<file path="config.mk">
export PLATFORM = sky130hd
export DESIGN_NAME = frame_addr_seq
export DESIGN_NICKNAME = d
export VERILOG_FILES = /design/src/rtl/mfcc_addr_pkg.sv /design/src/rtl/frame_addr_seq.sv
export SDC_FILE = /design/constraint.sdc
export NUM_CORES = 1
export LEC_CHECK = 0
export BUFFER_PORTS_ARGS = -buffer_cell sky130_fd_sc_hd__buf_2
export CORE_MARGIN = 2
export CORE_UTILIZATION = 60
export CTS_CLUSTER_SIZE = 24
export DETAILED_ROUTE_END_ITERATION = 12
export PLACE_DENSITY_LB_ADDON = 0.25
export SETUP_SLACK_MARGIN = 0.15
export SYNTH_ARGS = -nofsm -noshare
export SYNTH_HDL_FRONTEND = slang
export SYNTH_SLANG_ARGS = --single-unit
</file>
<file path="constraint.sdc">
create_clock -name clk -period 6 [get_ports clk]
set_input_delay 0.6 -clock clk [delete_from_list [all_inputs] [get_ports clk]]
set_output_delay 0.6 -clock clk [all_outputs]
set_load 0.01 [all_outputs]
</file>
<file path="src/rtl/mfcc_addr_pkg.sv">
// Shared definitions for the MFCC framing address path: command codes for
// change_addr_15bits and the frame_addr_seq state encoding.
package mfcc_addr_pkg;

  localparam int ADDR_WIDTH = 15;

  localparam logic [1:0] ADDR_SEL_CLR  = 2'b00;
  localparam logic [1:0] ADDR_SEL_INC  = 2'b01;
  localparam logic [1:0] ADDR_SEL_ADD  = 2'b10;
  localparam logic [1:0] ADDR_SEL_HOLD = 2'b11;

  localparam logic [2:0] ST_IDLE = 3'd0;
  localparam logic [2:0] ST_CLR  = 3'd1;
  localparam logic [2:0] ST_WAIT = 3'd2;
  localparam logic [2:0] ST_EMIT = 3'd3;
  localparam logic [2:0] ST_DONE = 3'd4;

  typedef enum logic [2:0] {
    S_IDLE = ST_IDLE,
    S_CLR  = ST_CLR,
    S_WAIT = ST_WAIT,
    S_EMIT = ST_EMIT,
    S_DONE = ST_DONE
  } seq_state_t;

endpackage

</file>
<file path="src/rtl/frame_addr_seq.sv">
// Drives change_addr_15bits to walk overlapping frames (N samples, base step H,
// F frames) and presents each settled address on a valid/ready port.
module frame_addr_seq #(
  parameter int ADDR_WIDTH = mfcc_addr_pkg::ADDR_WIDTH,
  parameter int NF_WIDTH   = 10,
  parameter int ADDR_LAT   = 2
) (
  input  logic                  clk,
  input  logic                  rst_n,
  input  logic                  start,
  input  logic [ADDR_WIDTH-1:0] frame_len,
  input  logic [ADDR_WIDTH-1:0] hop_len,
  input  logic [NF_WIDTH-1:0]   num_frames,
  output logic [1:0]            change_addr_sel,
  output logic [ADDR_WIDTH-1:0] change_addr_value,
  input  logic [ADDR_WIDTH-1:0] change_addr_out,
  output logic                  rd_addr_valid,
  input  logic                  rd_addr_ready,
  output logic [ADDR_WIDTH-1:0] rd_addr,
  output logic                  busy,
  output logic                  done
);
  import mfcc_addr_pkg::*;

  localparam logic [2:0] WAIT_INIT = 3'(ADDR_LAT - 1);

  seq_state_t            state_q, state_d;
  logic [ADDR_WIDTH-1:0] n_q, n_d;
  logic [NF_WIDTH-1:0]   f_q, f_d;
  logic [ADDR_WIDTH-1:0] rewind_q, rewind_d;
  logic [ADDR_WIDTH-1:0] sample_idx_q, sample_idx_d;
  logic [NF_WIDTH-1:0]   frame_idx_q, frame_idx_d;
  logic [2:0]            wait_cnt_q, wait_cnt_d;
  seq_state_t            after_cmd;

  // After any command, either wait out the unit's latency or sample next cycle.
  assign after_cmd = (ADDR_LAT == 1) ? S_EMIT : S_WAIT;

  always_comb begin
    state_d           = state_q;
    n_d               = n_q;
    f_d               = f_q;
    rewind_d          = rewind_q;
    sample_idx_d      = sample_idx_q;
    frame_idx_d       = frame_idx_q;
    wait_cnt_d        = wait_cnt_q;
    change_addr_sel   = ADDR_SEL_HOLD;
    change_addr_value = '0;
    case (state_q)
      S_IDLE: begin
        if (start) begin
          if (frame_len == '0 || num_frames == '0) begin
            state_d = S_DONE;
          end else begin
            n_d          = frame_len;
            f_d          = num_frames;
            rewind_d     = hop_len - frame_len + ADDR_WIDTH'(1);
            sample_idx_d = '0;
            frame_idx_d  = '0;
            state_d      = S_CLR;
          end
        end
      end
      S_CLR: begin
        change_addr_sel = ADDR_SEL_CLR;
        wait_cnt_d      = WAIT_INIT;
        state_d         = after_cmd;
      end
      S_WAIT: begin
        wait_cnt_d = wait_cnt_q - 3'd1;
        if (wait_cnt_q <= 3'd1) state_d = S_EMIT;
      end
      S_EMIT: begin
        if (rd_addr_ready) begin
          wait_cnt_d = WAIT_INIT;
          if (sample_idx_q != n_q - ADDR_WIDTH'(1)) begin
            change_addr_sel = ADDR_SEL_INC;
            sample_idx_d    = sample_idx_q + ADDR_WIDTH'(1);
            state_d         = after_cmd;
          end else if (frame_idx_q != f_q - NF_WIDTH'(1)) begin
            // Jump from the last sample of this frame to the next frame's base.
            change_addr_sel   = ADDR_SEL_ADD;
            change_addr_value = rewind_q;
            sample_idx_d      = '0;
            frame_idx_d       = frame_idx_q + NF_WIDTH'(1);
            state_d           = after_cmd;
          end else begin
            state_d = S_DONE;
          end
        end
      end
      S_DONE:  state_d = S_IDLE;
      default: state_d = S_IDLE;
    endcase
  end

  always_ff @(posedge clk or negedge rst_n) begin
    if (!rst_n) begin
      state_q      <= S_IDLE;
      n_q          <= '0;
      f_q          <= '0;
      rewind_q     <= '0;
      sample_idx_q <= '0;
      frame_idx_q  <= '0;
      wait_cnt_q   <= '0;
    end else begin
      state_q      <= state_d;
      n_q          <= n_d;
      f_q          <= f_d;
      rewind_q     <= rewind_d;
      sample_idx_q <= sample_idx_d;
      frame_idx_q  <= frame_idx_d;
      wait_cnt_q   <= wait_cnt_d;
    end
  end

  assign rd_addr_valid = (state_q == S_EMIT);
  assign rd_addr       = change_addr_out;
  assign busy          = (state_q == S_CLR) || (state_q == S_WAIT) || (state_q == S_EMIT);
  assign done          = (state_q == S_DONE);

endmodule
</file>
## Yosys cells after proc, flatten, opt, wreduce, memory -nomap -nowiden

Index checks and enable logic that the tools add are counted.

- Register bits: 71
- Logic and storage cells: 71

- Add/subtract/negate cells: 7
- Magnitude comparators: 1
- Equality and inequality tests: 13
- Muxes and demuxes: 29
- Bitwise logic cells: 1
- Reduce and logical (&&, ||, !) cells: 13

Operators by type and width:

| cell | number |
|---|---|
| $mux W15 | 9 |
| $mux W10 | 5 |
| $add A15 B1 Y15 const B | 2 |
| $pmux W15 S2 | 1 |
| $mux W3 | 7 |
| $pmux W10 S2 | 1 |
| $logic_not A15 Y1 | 1 |
| $ne A15 B15 Y1 | 1 |
| $sub A15 B1 Y15 const B | 1 |
| $sub A15 B15 Y15 | 1 |
| $pmux W3 S4 | 1 |
| $add A10 B1 Y10 const B | 1 |
| $logic_not A10 Y1 | 1 |
| $ne A10 B10 Y1 | 1 |
| $sub A10 B1 Y10 const B | 1 |
| $pmux W3 S3 | 1 |
| $ne A2 B2 Y1 const B | 4 |
| $eq A3 B2 Y1 const B | 2 |
| $reduce_and A3 Y1 | 2 |
| $reduce_and A6 Y1 | 1 |
| $reduce_and A5 Y1 | 1 |
| $mux W2 | 2 |
| $ne A2 B1 Y1 const B | 2 |
| $pmux W2 S2 | 1 |
| 12 further kinds | 14 |

## Longest topological paths before layout

Gate-level depths: netlist of run 1.

- Depth after elaboration: 6
- Gate-level depth with buffers: 14
- Depth with buffers taken out: 14

## Worst setup path before layout of run 1

Ideal clock, no wire load.

- Kind: flip-flop to output port
- Start point: register n_q[5]
- End point: output port change_addr_value[10]
- Arrival: 3.116 ns
- Data required time: 5.400 ns
- Path slack: 2.284 ns
- Cell stages (with the launch flop): 10
- Path through: dfrtp_1 -> buf_6 -> or4_4 -> or4_4 -> or3_4 -> a2111oi_4 -> nand4_2 -> nand2_1 -> buf_2 -> and3_1

- Word-level cells in the longest chain between the ends: 5

Ends and longest elaborated chain:

| item | line | source |
|---|---|---|
| start, declared | frame_addr_seq.sv:28 | `logic [ADDR_WIDTH-1:0] n_q, n_d;` |
| start signal, assigned | frame_addr_seq.sv:108 | `n_q <= n_d;` |
| $sub A15 B1 Y15 | frame_addr_seq.sv:76 | `if (sample_idx_q != n_q - ADDR_WIDTH'(1)) begin` |
| $ne A15 B15 Y1 | frame_addr_seq.sv:76 |  |
| $mux W15 | frame_addr_seq.sv:76 |  |
| $mux W15 | frame_addr_seq.sv:74 | `if (rd_addr_ready) begin` |
| $mux W15 | frame_addr_seq.sv:49 | `case (state_q)` |
| end, declared | frame_addr_seq.sv:15 | `output logic [ADDR_WIDTH-1:0] change_addr_value,` |

Every way passes these cells.

## Worst setup path after layout of run 1

- Start point: register n_q[0]
- End point: output port change_addr_value[5]

Same word-level chain as after synthesis.

==> results of run 1 <==
## worst register-to-register path, cell delays in order (launching register included)
cell and delay, ns:
dfrtp_1 0.43, inv_1 0.10, ha_1 0.25, or4b_2 0.62, nor4_1 0.55, or4b_2 0.24, o2111ai_1 0.10, or2_2 0.35
nand4_2 0.07, buf_4 0.30, nand2_1 0.46, mux2_2 0.42
## flip-flops by register name, summed over array words and instances (netlist names)
| name | flops |
|---|---|
| n_q | 15 |
| frame_idx_q | 10 |
| f_q | 10 |
| wait_cnt_q | 3 |
| rewind_q | 15 |
| state_q | 3 |
| sample_idx_q | 15 |
## metal layers
metal | GRT usage | vias to the layer above | share of wire
met5 | 0 | - | 0
met4 | 0.0545 | 0 | 0.013
met3 | 0.0637 | 30 | 0.069
met2 | 0.435 | 178 | 0.46
met1 | 0.375 | 2260 | 0.45
li1 | - | 2307 | -
## through the flow
stage          instances  instance area, sq um  setup WS (ns)  utilization
5_1_grt              780                  5680          0.682        0.658
2_1_floorplan        642                  5300           2.28            -
3_5_place_dp         764                  5500           1.47        0.637
6_report             780                  5680           1.07        0.658
4_1_cts              780                  5680           1.07        0.658
3_3_place_gp         764                  5500           1.71        0.637
## how the worst max path moves through the flow
stage / cells after the start / startpoint / end
2_1_floorplan: 9 / n_q[5] / change_addr_value[10]
3_3_place_gp: 12 / n_q[0] / change_addr_value[0]
3_5_place_dp: 12 / n_q[0] / change_addr_value[5]
4_1_cts: 12 / n_q[0] / change_addr_value[5]
5_1_grt: 12 / n_q[0] / change_addr_value[3]
6_report: 12 / n_q[0] / change_addr_value[5]
## synth_stat cells, types with 3 or more instances
master | number | area share
xnor2_1 | 21 | 0.035
nor4_1 | 14 | 0.017
buf_1 | 5 | 0.0035
or2_2 | 3 | 0.0035
a21o_1 | 4 | 0.0057
a21oi_1 | 16 | 0.015
buf_2 | 4 | 0.0038
nor2b_1 | 3 | 0.0035
nand2b_1 | 9 | 0.011
or4_1 | 8 | 0.011
o22ai_1 | 3 | 0.0035
nand4_1 | 13 | 0.015
buf_4 | 15 | 0.021
o21bai_1 | 4 | 0.0057
nand3b_1 | 7 | 0.0099
o21ai_0 | 42 | 0.040
ha_1 | 32 | 0.076
clkbuf_1 | 26 | 0.018
o31ai_1 | 6 | 0.0085
nand3_1 | 30 | 0.028
a31oi_1 | 7 | 0.0083
dfrtp_1 | 71 | 0.34
a211o_1 | 4 | 0.0066
o21a_1 | 3 | 0.0043
mux2i_1 | 12 | 0.023
nor2_1 | 30 | 0.021
and3_1 | 21 | 0.025
nor3_1 | 26 | 0.025
or3_1 | 3 | 0.0035
o211ai_1 | 10 | 0.014
and4_1 | 3 | 0.0050
inv_1 | 38 | 0.027
xor2_1 | 22 | 0.036
o2bb2ai_1 | 4 | 0.0066
nand2_1 | 93 | 0.066
## power by group through the flow
stage          Sequential, uW  Clock [uW]  Combinational [uW]
4_1_cts                   575         366                 358
2_1_floorplan             551           0                 293
3_5_place_dp              584           0                 355
5_1_grt                   583         385                 404
6_report                  577         362                 359
3_3_place_gp              582           0                 339
## logic make-up (layout without fill, tap and decap cells)
kind of cell	count (synthesis)	after routing	share of synthesized area
AND/OR/NAND/NOR	275	275	0.266
AO/OA/AOI/OAI	117	117	0.145
buffers and inverters	90	120	0.0782
flip-flops	71	71	0.336
XOR/XNOR	43	43	0.0711
adder cells (fa/ha/maj)	33	33	0.0794
multiplexers	13	13	0.0248
## layout make-up
cell class	count	area [sq um]
inverter	38	143
sequential	71	1780
clock buffer	10	138
clock inverter	6	45.0
fill	721	2950
timing repair buffer	66	338
multi-input combinational	481	3110
tap	108	135
==> metrics, run 1 <==
largest net degree at the start of global routing=87; IO Port Bufs=63; critical path's top delay family=simple AND/OR/NAND/NOR gates; Sw Ratio=0.363; CTS Buf Count=9; cell-internal power=826 uW; detailed-route via count=4775; DR vias/cell=6.12; crit-path most repeated cell=or4b_2; flop2flop setup slack=2.00 ns; Layout Skew=0.0148 ns; fin crit period=4.93 ns; overall global routing resource usage=0.270; io pins=94; worst IR drop on VDD=123 uV; Synth Instances=642; status=completed; first drt pass iteration count=6; CTS sink count=71; Critical Path Sink Type=output pin; Hold Slack=0.435 ns; Post-Syn Area=5300 sq um; Ys Warns=0; Slowest cell on crit path=or4b_2; Buf/Inv on CP=3; fmax=203 MHz; switching power total=472 uW; post-DP HPWL=9.31 mm; Final Power=1300 uW; die extent in x=97.9 um; CTS clk-pin slew, worst paths=0.09 ns; clock insertion delay at the later pin of the skew report=0.36 ns; DRC errors left=0; gpl congestion=0.893; launching point of the worst reg2reg path=n_q[0]; starting density of the core=0.613; Comb power frac=0.277; first-pass GRT wire length=21.4 mm; register area share after synthesis=0.336; core area=8640 sq um; Worst Setup Start Kind=flip-flop; RSZ-0062 raised after global routing=false; Mapped Avg Cell Area=8.25 sq um; R2R cell count=11; post-CTS sizing=0; # diodes=0; vias in the first global route=4471; DIE HEIGHT=97.9 um; Max Root-Sink Buffers=2; H-tree depth=3; slowest cell delay on critical path=0.62 ns; root buffer cell=clkbuf_8; Yosys cell types=57; CP required=5.40 ns; Routed wire per std cell=16.2 um; Setup CP Type=reg2out; Async SR Flop Fraction=1.00; CP Max Fanout=32; FF+latch count, synth=71; Syn Nets=734; clock group share of total power=0.279; share of layout cells above drive strength 1=0.143; Final Routed Wirelength=12.7 mm; Post-CTS Hold Fix Bufs=0; sequential share of power=0.445; highest-count cells in the layout ignoring fill and taps=nand2_1 (93), dfrtp_1 (71), buf_2 (63), o21ai_0 (42), inv_1 (38); predominant post-synthesis flop cell=dfrtp_1; initial drt markers=341; worst path cell trace=inv_1 -> ha_1 -> or4b_2 -> nor4_1 -> or4b_2 -> o2111ai_1 -> or2_2 -> nand4_2 -> buf_4 -> nand2_1 -> and3_1 -> buf_2; setup tns final=0 ns; Cell Pwr Density=228 nW/um^2; Antenna Nets Post-Route=0; HP Class=in2async; leakage=0.00274 uW; initial antenna violation count=0; slew margin rel.=0.189; Area growth, synth to finish=7.30%; die area=9590 sq um; Pins Over Slew Limit=0; Layout Nets=759; CTS tree=yes; Arr. time, crit path=4.33 ns; worst-margin pin slew=1.21 ns; Placement Rows=34; most common cell after layout, fill and taps aside=nand2_1; Tcrit/Tclk final=0.822; final setup fails=0; post-CTS setup buffers=0; GRT Residual Overflow=0; Post-synth EDFFs=0; Max Cap Violations=0; final hold vios=0; reg2reg end=frame_idx_q[0]
Power figures use the tool's default switching activity.
==> run 2, diff against run 1 <==
Settings changed: ABC_AREA from default to 1, CORE_UTILIZATION 60 to 58.
Clock period 6 ns to 4.7 ns, I/O delays scaled along.
==> run 2 against run 1 <==
Design area grew 11%. Largest cell class unchanged. Clock power up 53%. Highest routed layer unchanged. Critical path depth up 3. Largest power group is now combinational cells. Register-to-register slack lost 0.37 ns. Sequential cell count is the same. Cell count grew 30%. Clock skew shrank 0.0036 ns. Via count increased by 14%. Sequential power is 79% higher. Routed wire length up 9.2%. Combinational power rose to 4.3 times the previous value. Worst setup slack better by 0.29 ns.
==> metrics, run 2 <==
slew margin rel.=0.446 (was 0.189); Pins Over Slew Limit=0 (unchanged); final hold vios=0 (unchanged); leading post-synthesis cells by cell area=dfrtp_1 (30%), nand2_1 (16%), ha_1 (6.9%), inv_1 (6.4%), xor2_1 (5.1%) (was dfrtp_1 (34%), ha_1 (7.6%), nand2_1 (6.6%), o21ai_0 (4.0%), xor2_1 (3.6%)); root buffer cell=clkbuf_8 (unchanged); FF+latch count, synth=71 (unchanged); die area=10900 sq um (was 9590 sq um); Final Routed Wirelength=13.8 mm (was 12.7 mm); # diodes=0 (unchanged); met1 Use GR=0.353 (was 0.375); DR vias/cell=5.39 (was 6.12); Comb power frac=0.492 (was 0.277); worst path cell trace=inv_1 -> ha_1 -> nand2_2 -> nor2_4 -> nand2_1 -> nand2_1 -> o21ai_0 -> nor2_1 -> nand3_1 -> nor2_4 -> inv_2 -> nor2_4 -> nand2_4 -> nor2_1 -> buf_2 (was inv_1 -> ha_1 -> or4b_2 -> nor4_1 -> or4b_2 -> o2111ai_1 -> or2_2 -> nand4_2 -> buf_4 -> nand2_1 -> and3_1 -> buf_2); Syn Nets=930 (was 734); clock group share of total power=0.177 (was 0.279); clock insertion delay at the later pin of the skew report=0.36 ns (about the same); die extent in x=104 um (was 97.9 um); Slowest cell on crit path=dfrtp_1 (was or4b_2); Post-Place Cell Area=6090 sq um (was 5500 sq um); reg2reg end=frame_idx_q[1] (was frame_idx_q[0]); highest-count cells in the layout ignoring fill and taps=nand2_1 (251), inv_1 (100), nor2_1 (78), dfrtp_1 (71), buf_2 (63) (was nand2_1 (93), dfrtp_1 (71), buf_2 (63), o21ai_0 (42), inv_1 (38)); design area=6310 sq um (was 5680 sq um); leakage=0.00333 uW (was 0.00274 uW); cell-internal power=1670 uW (was 826 uW); first-pass GRT wire length=24.2 mm (was 21.4 mm); largest net degree at the start of global routing=60 (was 87); Filler Cells Inserted=895 (was 721); CTS tree=yes (unchanged); CP required=4.23 ns (was 5.40 ns); Max Root-Sink Buffers=2 (unchanged); Yosys cell types=42 (was 57); final setup fails=0 (unchanged); critical path's top delay family=simple AND/OR/NAND/NOR gates (unchanged); CP Max Fanout=15 (was 32); post-CTS sizing=0 (unchanged); initial antenna violation count=0 (unchanged); Max Cap Violations=0 (unchanged); fmax=300 MHz; Antenna Nets Post-Route=0 (unchanged); largest registers=n_q: 15 flops, rewind_q: 15 flops, sample_idx_q: 15 flops (unchanged); vias in the first global route=5461 (was 4471); gpl congestion=0.902 (was 0.893); setup tns final=0 ns (unchanged); io pins=94 (unchanged); core area=9770 sq um (was 8640 sq um); share of layout cells above drive strength 1=0.139 (was 0.143); most common cell after layout, fill and taps aside=nand2_1 (unchanged); Placement Rows=36 (was 34); Setup crit start=n_q[0] (unchanged); Arr. time, crit path=2.87 ns (was 4.33 ns); detailed-route via count=5462 (was 4775); DIE HEIGHT=104 um (was 97.9 um); CTS clk-pin slew, worst paths=0.07 ns (was 0.09 ns); sequential share of power=0.330 (was 0.445); crit path capture=change_addr_value[14] (was change_addr_value[5]); Worst Setup Start Kind=flip-flop (unchanged); Crit path depth=15 (was 12); Post-CTS Hold Fix Bufs=0 (unchanged); area of the multi-input gates=3430 sq um (was 3110 sq um); Post-synth EDFFs=0 (unchanged); slowest cell delay on critical path=0.44 ns (was 0.62 ns); Post-synth top cells=nand2_1 (252), inv_1 (100), nor2_1 (78) (was nand2_1 (93), dfrtp_1 (71), o21ai_0 (42)); first drt pass iteration count=5 (was 6); GR Util met2=0.431 (was 0.435); IO Port Bufs=63 (unchanged); Cell Pwr Density=494 nW/um^2 (was 228 nW/um^2); Routed wire per std cell=13.7 um (was 16.2 um); RSZ-0062 raised after global routing=false (unchanged); initial drt markers=285 (was 341); H-tree depth=3 (unchanged); post-synth top area share=0.305 (was 0.336); CTS sink count=71 (unchanged); Buf/Inv on CP=3 (unchanged); flop2flop setup slack=1.63 ns (was 2.00 ns); Post-Syn Area=5830 sq um (was 5300 sq um); CTS Buf Count=9 (unchanged); Ys Warns=0 (unchanged); count leader, synth=nand2_1 (unchanged); Layout Skew=0.0112 ns (was 0.0148 ns); GR peak layer=met2 (unchanged); overall global routing resource usage=0.269 (was 0.270); Setup CP Type=reg2out (unchanged); crit-path most repeated cell=nor2_4 (was or4b_2); DRC errors left=0 (unchanged); HP Class=in2async (unchanged); Tcrit/Tclk final=0.710; R2R cell count=13 (was 11); status=completed (unchanged); Synth Instances=838 (was 642); Area growth, synth to finish=8.28% (was 7.30%); register area share after synthesis=0.305 (was 0.336); Sw Ratio=0.465 (was 0.363); predominant post-synthesis flop cell=dfrtp_1 (unchanged); Reg area=1780 sq um (unchanged); Mapped Avg Cell Area=6.96 sq um (was 8.25 sq um); switching power total=1450 uW (was 472 uW); worst IR drop on VDD=279 uV (was 123 uV); post-DP HPWL=10.8 mm (was 9.31 mm); fin crit period=3.34 ns; Async SR Flop Fraction=1.00 (unchanged); starting density of the core=0.597 (was 0.613); post-CTS setup buffers=0 (unchanged); worst-margin pin slew=0.829 ns (was 1.21 ns); met3 GRT Util=0.0464 (was 0.0637); launching point of the worst reg2reg path=state_q[0] (was n_q[0]); Layout Nets=967 (was 759); GRT Residual Overflow=0 (unchanged); Critical Path Sink Type=output pin (unchanged); Synth area leader=dfrtp_1 (unchanged)
[run 2: cell count changes in the layout (fill, tap and decap cells not counted), moves of 10 or more]
cell / before / now
nand2_1: 93 / 251
inv_1: 38 / 100
nor2_1: 29 / 78
nand3_1: 30 / 54
and3_1: 21 / 0
nor3_1: 26 / 11
nor2_4: 0 / 14
mux2i_1: 12 / 0
xor2_1: 22 / 34
o211ai_1: 10 / 0
[run 2: cell type report]
class	instances	share of cell area
Multi-Input combinational cell	625	0.543
Sequential cell	71	0.281
Inverter	102	0.0606
Timing Repair Buffer	66	0.0535
Tap cell	133	0.0264
Clock buffer	11	0.0224
Clock inverter	5	0.0129
[run 2: kinds of logic after synthesis]
kind of cell / share of synthesized area
AOI/OAI and AO/OA: 0.0682
and+or+nand+nor: 0.362
DFF: 0.305
buffers and inverters: 0.108
xor gates and xnor gates: 0.0854
adders and majority gates: 0.0721
[run 2: layer usage]
| metal | vias to the layer above | wire length (um) | share of wire |
|---|---|---|---|
| li1 | 2719 | - | - |
| met1 | 2493 | 6150 | 0.44 |
| met2 | 210 | 6280 | 0.45 |
| met3 | 40 | 977 | 0.071 |
| met4 | 0 | 432 | 0.031 |
| met5 | - | 0 | 0 |
[run 2: worst min-delay path by stage]
stage                 from     endpoint  slack (ns)
2_1_floorplan        rst_n       f_q[0]        0.17
3_3_place_gp   rewind_q[8]  rewind_q[8]        0.47
3_5_place_dp   rewind_q[1]  rewind_q[1]        0.47
4_1_cts              rst_n  rewind_q[3]        0.15
5_1_grt              rst_n  rewind_q[3]        0.19
6_report             rst_n      n_q[12]        0.15
[run 2: metrics by stage]
| step | instances | worst slack, ns | power [uW] | hold WS, ns | util |
|---|---|---|---|---|---|
| finish | 1013 | 1.36 | 3120 | 0.146 | 0.646 |
| global route | 1013 | 1.14 | 3410 | 0.193 | 0.646 |
| CTS | 1013 | 1.35 | 3120 | 0.147 | 0.646 |
| detailed placement | 997 | 1.71 | 2550 | 0.471 | 0.623 |
| global placement | 997 | 1.80 | 2480 | 0.469 | 0.623 |
| floorplan | 838 | 2.24 | 2210 | 0.174 | - |
[run 2: power by group through the flow]
stage	Sequential [uW]	Clock [uW]	Combinational (uW)
2_1_floorplan	975	0	1240
3_3_place_gp	1020	0	1450
3_5_place_dp	1030	0	1520
4_1_cts	1030	560	1530
5_1_grt	1060	583	1770
6_report	1030	553	1540
==> run 3, diff against run 2 <==
Settings changed: CORE_UTILIZATION 58 to 52.
Clock period 4.7 ns to 2.9 ns, I/O delays scaled along.
==> run 3 against run 2 <==
Hold slack lost 0.10 ns. Non-clock buffer count rose by 31. Cell count increased by 3.9%. Via count up 1.1%. Critical path depth rose by 1. Sequential cell count did not move. Sequential power rose by 65%. Critical path type unchanged. First-iteration DRC count rose by 31%. Die area is 11% higher. Sequential share of layout area is 2.5 points lower. Worst setup slack worse by 1.3 ns.
==> metrics, run 3 (same netlist as run 2, synthesis figures left out) <==
status=completed (unchanged); Final Power=5670 uW (was 3120 uW); Worst Setup Start Kind=flip-flop (unchanged); met1 Use GR=0.345 (was 0.353); cell-internal power=3070 uW (was 1670 uW); detailed-route via count=5523 (was 5462); Final Routed Wirelength=14.6 mm (was 13.8 mm); Placement Rows=38 (was 36); RSZ-0062 raised after global routing=true (was false); Post-CTS Hold Fix Bufs=0 (unchanged); GR Util met2=0.384 (was 0.431); CP Max Fanout=8 (was 15); slew margin rel.=0.399 (was 0.446); CTS sink count=71 (unchanged); first-pass GRT wire length=23.7 mm (was 24.2 mm); worst IR drop on VDD=502 uV (was 279 uV); largest registers=n_q: 15 flops, rewind_q: 15 flops, sample_idx_q: 15 flops (unchanged); Pins Over Slew Limit=0 (unchanged); Layout Skew=0.0191 ns (was 0.0112 ns); Comb power frac=0.540 (was 0.492); Cell Pwr Density=815 nW/um^2 (was 494 nW/um^2); HP Class=in2async (unchanged); core area=10900 sq um (was 9770 sq um); CTS tree=yes (unchanged); initial antenna violation count=0 (unchanged); Antenna Nets Post-Route=0 (unchanged); IO Port Bufs=63 (unchanged); GRT Residual Overflow=0 (unchanged); Critical Path Sink Type=output pin (unchanged); final setup fails=0 (unchanged); highest-count cells in the layout ignoring fill and taps=nand2_1 (234), inv_1 (97), dfrtp_1 (65), nor2_1 (64), nand3_1 (54) (was nand2_1 (251), inv_1 (100), nor2_1 (78), dfrtp_1 (71), buf_2 (63)); Non-Filler Instances=1053 (was 1013); leakage=0.00351 uW (was 0.00333 uW); Layout Nets=1000 (was 967); CTS clk-pin slew, worst paths=0.09 ns (was 0.07 ns); most common cell after layout, fill and taps aside=nand2_1 (unchanged); fin crit period=2.87 ns; Setup CP Type=reg2out (unchanged); sequential share of power=0.300 (was 0.330); largest net degree at the start of global routing=72 (was 60); Final Util=0.639 (was 0.646); initial drt markers=373 (was 285); Routed wire per std cell=13.8 um (was 13.7 um); post-DP HPWL=10.0 mm (was 10.8 mm); die area=12100 sq um (was 10900 sq um); R2R cell count=22 (was 13); Arr. time, crit path=2.58 ns (was 2.87 ns); starting density of the core=0.536 (was 0.597); Tcrit/Tclk final=0.990; flop2flop setup slack=0.19 ns (was 1.63 ns); Max Root-Sink Buffers=2 (unchanged); io pins=94 (unchanged); first drt pass iteration count=5 (unchanged); CP required=2.61 ns (was 4.23 ns); gpl congestion=0.905 (was 0.902); DRC errors left=0 (unchanged); Area growth, synth to finish=19.3% (was 8.28%); fmax=348 MHz; dpl cells=1010 (was 997); met3 GRT Util=0.0462 (was 0.0464); Max Cap Violations=0 (unchanged); switching power total=2610 uW (was 1450 uW); vias in the first global route=5077 (was 5461); CTS Buf Count=9 (unchanged); worst-margin pin slew=0.901 ns (was 0.829 ns); root buffer cell=clkbuf_8 (unchanged); clock group share of total power=0.160 (was 0.177); final hold vios=0 (unchanged); DR vias/cell=5.25 (was 5.39); overall global routing resource usage=0.251 (was 0.269); reg2reg end=frame_idx_q[7] (was frame_idx_q[1]); Sw Ratio=0.460 (was 0.465); share of layout cells above drive strength 1=0.217 (was 0.139); Hold Slack=0.0446 ns (was 0.146 ns); DIE HEIGHT=110 um (was 104 um); H-tree depth=3 (unchanged); die extent in x=110 um (was 104 um); launching point of the worst reg2reg path=n_q[1] (was state_q[0]); clock insertion delay at the later pin of the skew report=0.37 ns (was 0.36 ns); GR peak layer=met2 (unchanged); # diodes=0 (unchanged)
[run 3: power by group through the flow]
stage / combinational, uW / clock [uW] / sequential, uW
floorplan: 2010 / 0 / 1580
global placement: 2470 / 0 / 1670
detailed placement: 2490 / 0 / 1670
CTS: 2830 / 931 / 1680
global route: 3440 / 968 / 1750
finish: 3070 / 906 / 1700
[run 3: worst max-delay path by stage]
| stage | slack (ns) | startpoint | end | cells past startpoint |
|---|---|---|---|---|
| after detailed placement | 0.22 | n_q[0] | change_addr_value[14] | 15 |
| after floorplan | 0.62 | n_q[0] | change_addr_value[10] | 15 |
| after global placement | 0.30 | n_q[0] | change_addr_value[1] | 15 |
| after global routing | -0.1 | n_q[1] | change_addr_value[0] | 16 |
| final | 0.03 | n_q[1] | change_addr_value[0] | 16 |
| after CTS | 0.11 | n_q[1] | change_addr_value[3] | 16 |
[run 3: cell type report]
type | count | area [sq um]
fill | 969 | 3930
multi-input combinational | 627 | 3680
sequential | 71 | 1780
timing repair buffer | 97 | 712
inverter | 102 | 385
tap | 140 | 175
clock buffer | 12 | 145
clock inverter | 4 | 77.6
[run 3: repair_timing]
item	4_1_cts	5_1_grt
pin swaps	9	23
cloned	1	2
gates resized for setup	44	51
setup buffers	21	3
endpoints found under the setup margin	17	38
[run 3: metal layers]
layer  vias to the layer above  wire length [um]
li1                       2802                 -
met1                      2526              6800
met2                       157              6590
met3                        38               836
met4                         0               355
met5                         -                 0
[run 3: critical path: stages (launching register included)]
cell and delay, ns:
dfrtp_1 0.40, inv_2 0.07, ha_4 0.19, nand2_8 0.10, nor2_4 0.05, buf_4 0.14
nand3_1 0.12, nand3_1 0.10, nor2_1 0.12, nand3_1 0.13, nor2_4 0.15, inv_4 0.06
nor2_4 0.10, buf_12 0.14, nand2_8 0.11, nor2_4 0.14, buf_6 0.10
[run 3: per-stage QoR]
| step | TNS [ns] | area, sq um | worst slack, ns |
|---|---|---|---|
| 2_1_floorplan | 0 | 5830 | 0.622 |
| 3_3_place_gp | 0 | 6150 | 0.305 |
| 3_5_place_dp | 0 | 6150 | 0.220 |
| 4_1_cts | 0 | 6750 | 0.114 |
| 5_1_grt | -1.14 | 6960 | -0.0997 |
| 6_report | 0 | 6960 | 0.0292 |
